File: config.mk
export PLATFORM = sky130hd
export DESIGN_NAME = pe_mac_flat
export DESIGN_NICKNAME = d
export VERILOG_FILES = /design/src/rtl/pe_mac_pkg.sv /design/src/rtl/pe_mac_if.sv /design/src/rtl/pe_mac_acc.sv /design/src/rtl/pe_mac.sv /design/src/flat_wrapper.sv
export SDC_FILE = /design/constraint.sdc
export NUM_CORES = 1
export LEC_CHECK = 0
export ABC_AREA = 1
export CAP_MARGIN = 30
export CORE_MARGIN = 3
export CORE_UTILIZATION = 67
export CTS_CLUSTER_DIAMETER = 80
export DETAILED_ROUTE_END_ITERATION = 10
export MAX_ROUTING_LAYER = met4
export PLACE_DENSITY = 0.89
export SYNTH_ARGS = -nofsm -noshare
export SYNTH_HDL_FRONTEND = slang
export SYNTH_SLANG_ARGS = --single-unit
File: constraint.sdc
create_clock -name clk -period 9.7 [get_ports clk]
set_input_delay 0.97 -clock clk [delete_from_list [all_inputs] [get_ports clk]]
set_output_delay 0.97 -clock clk [all_outputs]
set_load 0.005 [all_outputs]
File: src/rtl/pe_mac_pkg.sv
// Shared types for the pe_mac systolic processing element:
// opcodes, the data-bus bundle and the accumulator FSM states.
package pe_mac_pkg;

    localparam int DW_DEF = 16;

    typedef enum logic [2:0] {
        OPCD_PASS  = 3'd0,
        OPCD_ADD   = 3'd1,
        OPCD_MAC   = 3'd2,
        OPCD_CLR   = 3'd3,
        OPCD_DRAIN = 3'd4
    } opcd_t;

    typedef struct packed {
        opcd_t              opcd;
        logic               vld;
        logic [DW_DEF-1:0]  data;
    } dbus_t;

    typedef enum logic {
        ST_EMPTY = 1'b0,
        ST_ACC   = 1'b1
    } acc_st_t;

endpackage

File: src/rtl/pe_mac_if.sv
// One PE-to-PE data bus: opcode, valid tag and signed data lane.
// master drives the bus, slave receives it.
interface pe_mac_if
    import pe_mac_pkg::*;
#(
    parameter int DW = DW_DEF
) ();

    opcd_t          opcd;
    logic           vld;
    logic [DW-1:0]  data;

    modport master (output opcd, vld, data);
    modport slave  (input  opcd, vld, data);

endinterface

File: src/rtl/pe_mac_acc.sv
// Accumulator, drain strobe and empty/acc FSM of the PE.
// PE_MAC_SAT_EN selects clamping arithmetic plus a sticky sat flag.
module pe_mac_acc
    import pe_mac_pkg::*;
#(
    parameter int DW = DW_DEF,
    parameter int AW = 40
) (
    input  logic           clk_i,
    input  logic           rst_i,
    input  logic           stall_i,
    input  opcd_t          rop_i,
    input  logic           both_i,
    input  logic [DW-1:0]  a_i,
    input  logic [DW-1:0]  b_i,
    output logic [AW-1:0]  acc_o,
    output logic           acc_vld_o,
    output logic           sat_o
);

    acc_st_t               st_q, st_d;
    logic [AW-1:0]         acc_q, acc_d;
    logic [AW-1:0]         acc_o_q, acc_o_d;
    logic [AW-1:0]         mac_val;
    logic                  vld_q, vld_d;
    logic signed [2*DW-1:0] prod;

`ifdef PE_MAC_SAT_EN
    logic signed [AW:0]    sum;
    logic                  ovf;
    logic                  sat_q, sat_d;

    // One guard bit: overflow when the two top sum bits disagree.
    always_comb begin
        prod    = (2*DW)'($signed(a_i)) * (2*DW)'($signed(b_i));
        sum     = $signed({acc_q[AW-1], acc_q}) + (AW+1)'(prod);
        ovf     = sum[AW] ^ sum[AW-1];
        mac_val = sum[AW-1:0];
        if (ovf) begin
            mac_val = sum[AW] ? {1'b1, {(AW-1){1'b0}}}
                              : {1'b0, {(AW-1){1'b1}}};
        end
    end

    always_comb begin
        sat_d = sat_q;
        if (rop_i == OPCD_CLR) begin
            sat_d = 1'b0;
        end else if (rop_i == OPCD_MAC && both_i && ovf) begin
            sat_d = 1'b1;
        end
    end

    always_ff @(posedge clk_i) begin
        if (rst_i) begin
            sat_q <= 1'b0;
        end else if (!stall_i) begin
            sat_q <= sat_d;
        end
    end

    assign sat_o = sat_q;
`else
    logic signed [AW-1:0]  sum;

    always_comb begin
        prod    = (2*DW)'($signed(a_i)) * (2*DW)'($signed(b_i));
        sum     = $signed(acc_q) + AW'(prod);
        mac_val = sum;
    end

    assign sat_o = 1'b0;
`endif

    always_comb begin
        st_d    = st_q;
        acc_d   = acc_q;
        acc_o_d = acc_o_q;
        vld_d   = 1'b0;
        case (rop_i)
            OPCD_MAC: begin
                if (both_i) begin
                    acc_d = mac_val;
                    st_d  = ST_ACC;
                end
            end
            OPCD_CLR: begin
                acc_d = '0;
                st_d  = ST_EMPTY;
            end
            OPCD_DRAIN: begin
                acc_o_d = (st_q == ST_ACC) ? acc_q : '0;
                vld_d   = 1'b1;
                acc_d   = '0;
                st_d    = ST_EMPTY;
            end
            default: ;
        endcase
    end

    // Stall freezes everything but still kills a pending drain strobe.
    always_ff @(posedge clk_i) begin
        if (rst_i) begin
            st_q    <= ST_EMPTY;
            acc_q   <= '0;
            acc_o_q <= '0;
            vld_q   <= 1'b0;
        end else if (stall_i) begin
            vld_q   <= 1'b0;
        end else begin
            st_q    <= st_d;
            acc_q   <= acc_d;
            acc_o_q <= acc_o_d;
            vld_q   <= vld_d;
        end
    end

    assign acc_o     = acc_o_q;
    assign acc_vld_o = vld_q;

endmodule

File: src/rtl/pe_mac.sv
// Systolic PE: opcode ripple, data forwarding and MAC accumulator.
// Saturating accumulation is enabled by defining PE_MAC_SAT_EN.
module pe_mac
    import pe_mac_pkg::*;
#(
    parameter int R  = 0,
    parameter int C  = 0,
    parameter int DW = DW_DEF,
    parameter int AW = 40
) (
    input  logic           clk,
    input  logic           rst,
    input  logic           stall,
    pe_mac_if.slave        up,
    pe_mac_if.slave        left,
    pe_mac_if.master       down,
    pe_mac_if.master       right,
    output logic [AW-1:0]  acc_o,
    output logic           acc_vld,
    output logic           sat
);

    if (AW < 2*DW || R < 0 || C < 0) begin : g_bad_param
        $error("pe_mac: AW must hold a full product, R/C >= 0");
    end

    opcd_t          src, rop_q;
    logic           both;
    logic           dn_vld_q, rt_vld_q;
    logic [DW-1:0]  add_sum;
    logic [DW-1:0]  dn_data_d, rt_data_d;
    logic [DW-1:0]  dn_data_q, rt_data_q;

    // rop_q leads the data it governs by one stage.
    always_comb begin
        src       = (C == 0) ? up.opcd : left.opcd;
        both      = up.vld & left.vld;
        add_sum   = up.data + left.data;
        dn_data_d = up.data;
        rt_data_d = left.data;
        if (rop_q == OPCD_ADD) begin
            dn_data_d = add_sum;
            rt_data_d = add_sum;
        end
    end

    always_ff @(posedge clk) begin
        if (rst) begin
            rop_q     <= OPCD_PASS;
            dn_vld_q  <= 1'b0;
            rt_vld_q  <= 1'b0;
            dn_data_q <= '0;
            rt_data_q <= '0;
        end else if (!stall) begin
            rop_q     <= src;
            dn_vld_q  <= up.vld;
            rt_vld_q  <= left.vld;
            dn_data_q <= dn_data_d;
            rt_data_q <= rt_data_d;
        end
    end

    assign down.opcd  = rop_q;
    assign down.vld   = dn_vld_q;
    assign down.data  = dn_data_q;
    assign right.opcd = rop_q;
    assign right.vld  = rt_vld_q;
    assign right.data = rt_data_q;

    pe_mac_acc #(
        .DW (DW),
        .AW (AW)
    ) u_acc (
        .clk_i     (clk),
        .rst_i     (rst),
        .stall_i   (stall),
        .rop_i     (rop_q),
        .both_i    (both),
        .a_i       (up.data),
        .b_i       (left.data),
        .acc_o     (acc_o),
        .acc_vld_o (acc_vld),
        .sat_o     (sat)
    );

endmodule
File: src/flat_wrapper.sv
// flat-port wrapper written by rule: the top's interface ports become plain ports
module pe_mac_flat import pe_mac_pkg::*;
#(
    parameter int R  = 0,
    parameter int C  = 0,
    parameter int DW = DW_DEF,
    parameter int AW = 40
)
  (clk, rst, stall, acc_o, acc_vld, sat, up_opcd, up_vld, up_data, left_opcd, left_vld, left_data, down_opcd, down_vld, down_data, right_opcd, right_vld, right_data);
  pe_mac_if #(.DW(DW)) up_i ();
  pe_mac_if #(.DW(DW)) left_i ();
  pe_mac_if #(.DW(DW)) down_i ();
  pe_mac_if #(.DW(DW)) right_i ();
  input  logic clk;
  input  logic rst;
  input  logic stall;
  output logic [AW-1:0] acc_o;
  output logic acc_vld;
  output logic sat;
  input wire logic [$bits(up_i.opcd)-1:0] up_opcd;
  input wire logic [$bits(up_i.vld)-1:0] up_vld;
  input wire logic [$bits(up_i.data)-1:0] up_data;
  input wire logic [$bits(left_i.opcd)-1:0] left_opcd;
  input wire logic [$bits(left_i.vld)-1:0] left_vld;
  input wire logic [$bits(left_i.data)-1:0] left_data;
  output wire logic [$bits(down_i.opcd)-1:0] down_opcd;
  output wire logic [$bits(down_i.vld)-1:0] down_vld;
  output wire logic [$bits(down_i.data)-1:0] down_data;
  output wire logic [$bits(right_i.opcd)-1:0] right_opcd;
  output wire logic [$bits(right_i.vld)-1:0] right_vld;
  output wire logic [$bits(right_i.data)-1:0] right_data;
  assign up_i.opcd = up_opcd;
  assign up_i.vld = up_vld;
  assign up_i.data = up_data;
  assign left_i.opcd = left_opcd;
  assign left_i.vld = left_vld;
  assign left_i.data = left_data;
  assign down_opcd = down_i.opcd;
  assign down_vld = down_i.vld;
  assign down_data = down_i.data;
  assign right_opcd = right_i.opcd;
  assign right_vld = right_i.vld;
  assign right_data = right_i.data;
  pe_mac #(.R(R), .C(C), .DW(DW), .AW(AW)) u_core (.clk(clk), .rst(rst), .stall(stall), .up(up_i), .left(left_i), .down(down_i), .right(right_i), .acc_o(acc_o), .acc_vld(acc_vld), .sat(sat));
endmodule
==> impl_metrics.ini <==
[synthesis]
synth-seq-area-share_pct = 12.72
avgSynthCellArea_um2 = 7.401
synth-seq-cells = 119
synth_nets = 3035
yosysUniqueCellTypes = 35
synth_area_leaders = fa_1 (35%), inv_1 (13%), dfxtp_1 (13%), nand2_1 (12%), ha_1 (8.8%)
synth-async-reset-ratio_pct = 0
synth.cell_area_mm2 = 0.01873
yosysTopAreaCellShare_pct = 35.39
postSynthCellCount = 2530
synth_warnings = 0
yosys-top-cells-count = inv_1 (653), nand2_1 (617), fa_1 (331)
yosysMostFrequentCell = inv_1
synth_ff_type = dfxtp_1
synth_edf_count = 0
synth_top_cell_by_area = fa_1

[critical_path]
critPathMaxFanout = 17
cp_cell_sequence = clkdlybuf4s50_1 -> nand2_1 -> inv_1 -> fa_1 -> fa_1 -> inv_1 -> fa_1 -> fa_1 -> inv_1 -> fa_1 -> inv_1 -> fa_1 -> inv_1 -> ha_1 -> nand2_1 -> inv_1 -> nand2_1 -> nor3_1 -> nand3_1 -> nand2_1 -> nand2_1 -> nand3_1 -> a21oi_1
r2r_start = u_core.u_acc.acc_q[15]
reg2reg_slack_ns = 4.59
path_delay_family = adder cells
r2r_end = u_core.u_acc.acc_q[22]
critPathArrivalTime_ns = 7.93
start_kind = primary input
crit_buf_inv = 7
critPathKind = primary input to flop
critical-path-max-stage-delay_ns = 0.92
crit_slowest_cell = clkdlybuf4s50_1
required_ns = 9.98
cp-end-kind = flop
r2r_cells = 19

[clock_network]
cts_root_buf = clkbuf_16
cts.sinks = 119
cts_setup_buffers = 0
clk_pin_slew_ns = 0.07
cts_hold_repair.buffers = 0
cts_buffer_depth = 2
cts_resized = 0
insertion_delay_ns = 0.44
cts_buffers = 17
htree_levels = 4
cts_tree = built

[placed_design]
place_inst = 2925
port_buffers = 120
place_hpwl_mm = 43.03
gp_congestion = 0.9627
dp_slack_ns = 1.706

[routing]
wirelength_mm = 54.66
dr.pass1.iters = 6
vias = 16560
drc_errors = 0
wl_per_cell_um = 18.48
ant_nets = 0
vias_per_cell = 5.600
drtIter0Drc = 1524

[timing]
max_freq_ghz = 0.1307
rsz0062_at_grt = false
finalHoldViolations = 0
holdWs_ns = 0.4639
setup_tns_ns = 0
drv_slew = 0
period_minus_slack_ns = 7.652
setup_viol = 0
max_slew_margin_pct = 30.68
fin_skew_ns = 0.01953
final.setup.worst_slack_ns = 2.048
finalCritPeriodShare_pct = 78.89
tightest_slew_ns = 1.037

[grt]
grt_max_degree = 88
grt_pass1_vias = 17530
overflow = 0
grt_usage_pct = 38.44
antenna_found_initial = 0
grt_pass1_wl_mm = 88.89

[finish]
fillers = 2030
antenna_cells = 0
synthToLayoutAreaGrowth_pct = 10.60
drive_gt1_share_pct = 2.747
finalNetCount = 3077
multi_input_area_mm2 = 0.01343
seqCellArea_mm2 = 0.002384
final_cells = 2957

[min_path]
min-delay-start = u_core.u_acc.acc_o[7]
holdPathStages = 2
holdPathEnd = u_core.u_acc.acc_o[7]
hold_path.class = flop to flop

[floorplan]
dieArea_mm2 = 0.02999
initial_core_util_pct = 68.90
die_h_um = 173.2
core_mm2 = 0.02718
row_count = 60
ioPinCount = 125
die_w_um = 173.2

[outcome]
status = complete, no violations

[job]
drv_cap = 0
==> layout by cell type, fill, tap and decap left out, types with 4 or more instances in the layout <==
cell type        netlist  final
clkdlybuf4s50_1        0    119
bufinv_16              0      5
nand2_1              617    617
a21oi_1              202    202
or2_1                  4      4
dfxtp_1              119    118
nor3_1                 9      9
inv_6                  0      5
nand4_1               11     11
ha_1                 131    131
inv_1                653    653
clkbuf_16              0     17
buf_4                  7     13
nand3_1              112    112
or2_2                 11     11
fa_1                 331    331
o21ai_0               59     59
nand3b_1              17     17
o21bai_1               9      9
nor2_1               108    107
inv_2                  5      5
==> worst register-to-register path, delay by kind of cell (launching register included) <==
family	cells	cell delay (ns)
adders and majority gates	6	2.90
buffers and inverters	4	0.27
DFF	1	0.39
and+or+nand+nor	7	1.03
AOI/OAI and AO/OA	2	0.35
==> how the worst max path moves through the flow <==
stage | start | endpoint | slack (ns) | cells past startpoint
floorplan | up_data[15] | u_core.u_acc.acc_q[39] | 3.21 | 24
global placement | left_data[1] | u_core.u_acc.acc_q[37] | 1.78 | 23
detailed placement | left_data[1] | u_core.u_acc.acc_q[35] | 1.71 | 23
CTS | left_data[1] | u_core.u_acc.acc_q[35] | 2.13 | 23
global route | up_data[15] | u_core.u_acc.acc_q[37] | 1.63 | 23
finish | left_data[1] | u_core.u_acc.acc_q[35] | 2.05 | 23
==> kinds of logic (layout without fill, tap and decap cells) <==
family	count (synthesis)	in the layout	synth area share, %
and+or+nand+nor	897	897	19.66
other	1	1	0.02003
xor gates and xnor gates	5	5	0.2339
AOI/OAI and AO/OA	278	278	7.637
DFF	119	119	12.72
adders and majority gates	462	462	44.14
buffers and inverters	768	823	15.59
==> metal layers <==
| metal | up-vias | GRT usage (%) | routed length (um) |
|---|---|---|---|
| li1 | 7537 | - | - |
| met2 | 885 | 62.72 | 26500 |
| met4 | 0 | 18.75 | 2928 |
| met5 | - | - | 0 |
| met3 | 237 | 6.302 | 4798 |
| met1 | 7900 | 46.81 | 20430 |
==> state kept, by name, summed over array words and instances (netlist names) <==
register	count
u_core.u_acc.acc_o	40
u_core.u_acc.acc_q	40
u_core.down.data	16
u_core.right.data	16
u_core.down.opcd	3
u_core.down.vld	1
u_core.right.vld	1
u_core.u_acc.acc_vld_o	1
u_core.u_acc.st_q	1
==> final cells by class <==
type,count,share of cell area (%)
Sequential cell,119,11.51
Clock buffer,17,2.054
Multi-Input combinational cell,1643,64.86
Inverter,658,11.93
Tap cell,372,2.247
Timing Repair Buffer,133,6.247
Clock inverter,15,1.154
==> per-stage QoR <==
stage          instance area, um^2  util, %
6_report                     20710    76.21
5_1_grt                      20710    76.21
4_1_cts                      20710    76.21
3_5_place_dp                 20050    73.77
3_3_place_gp                 20050    73.77
2_1_floorplan                18730        -
Power is left out: the tool's default activity adds up to more than one toggle a clock period on the data nets, which glitch-free logic cannot reach.
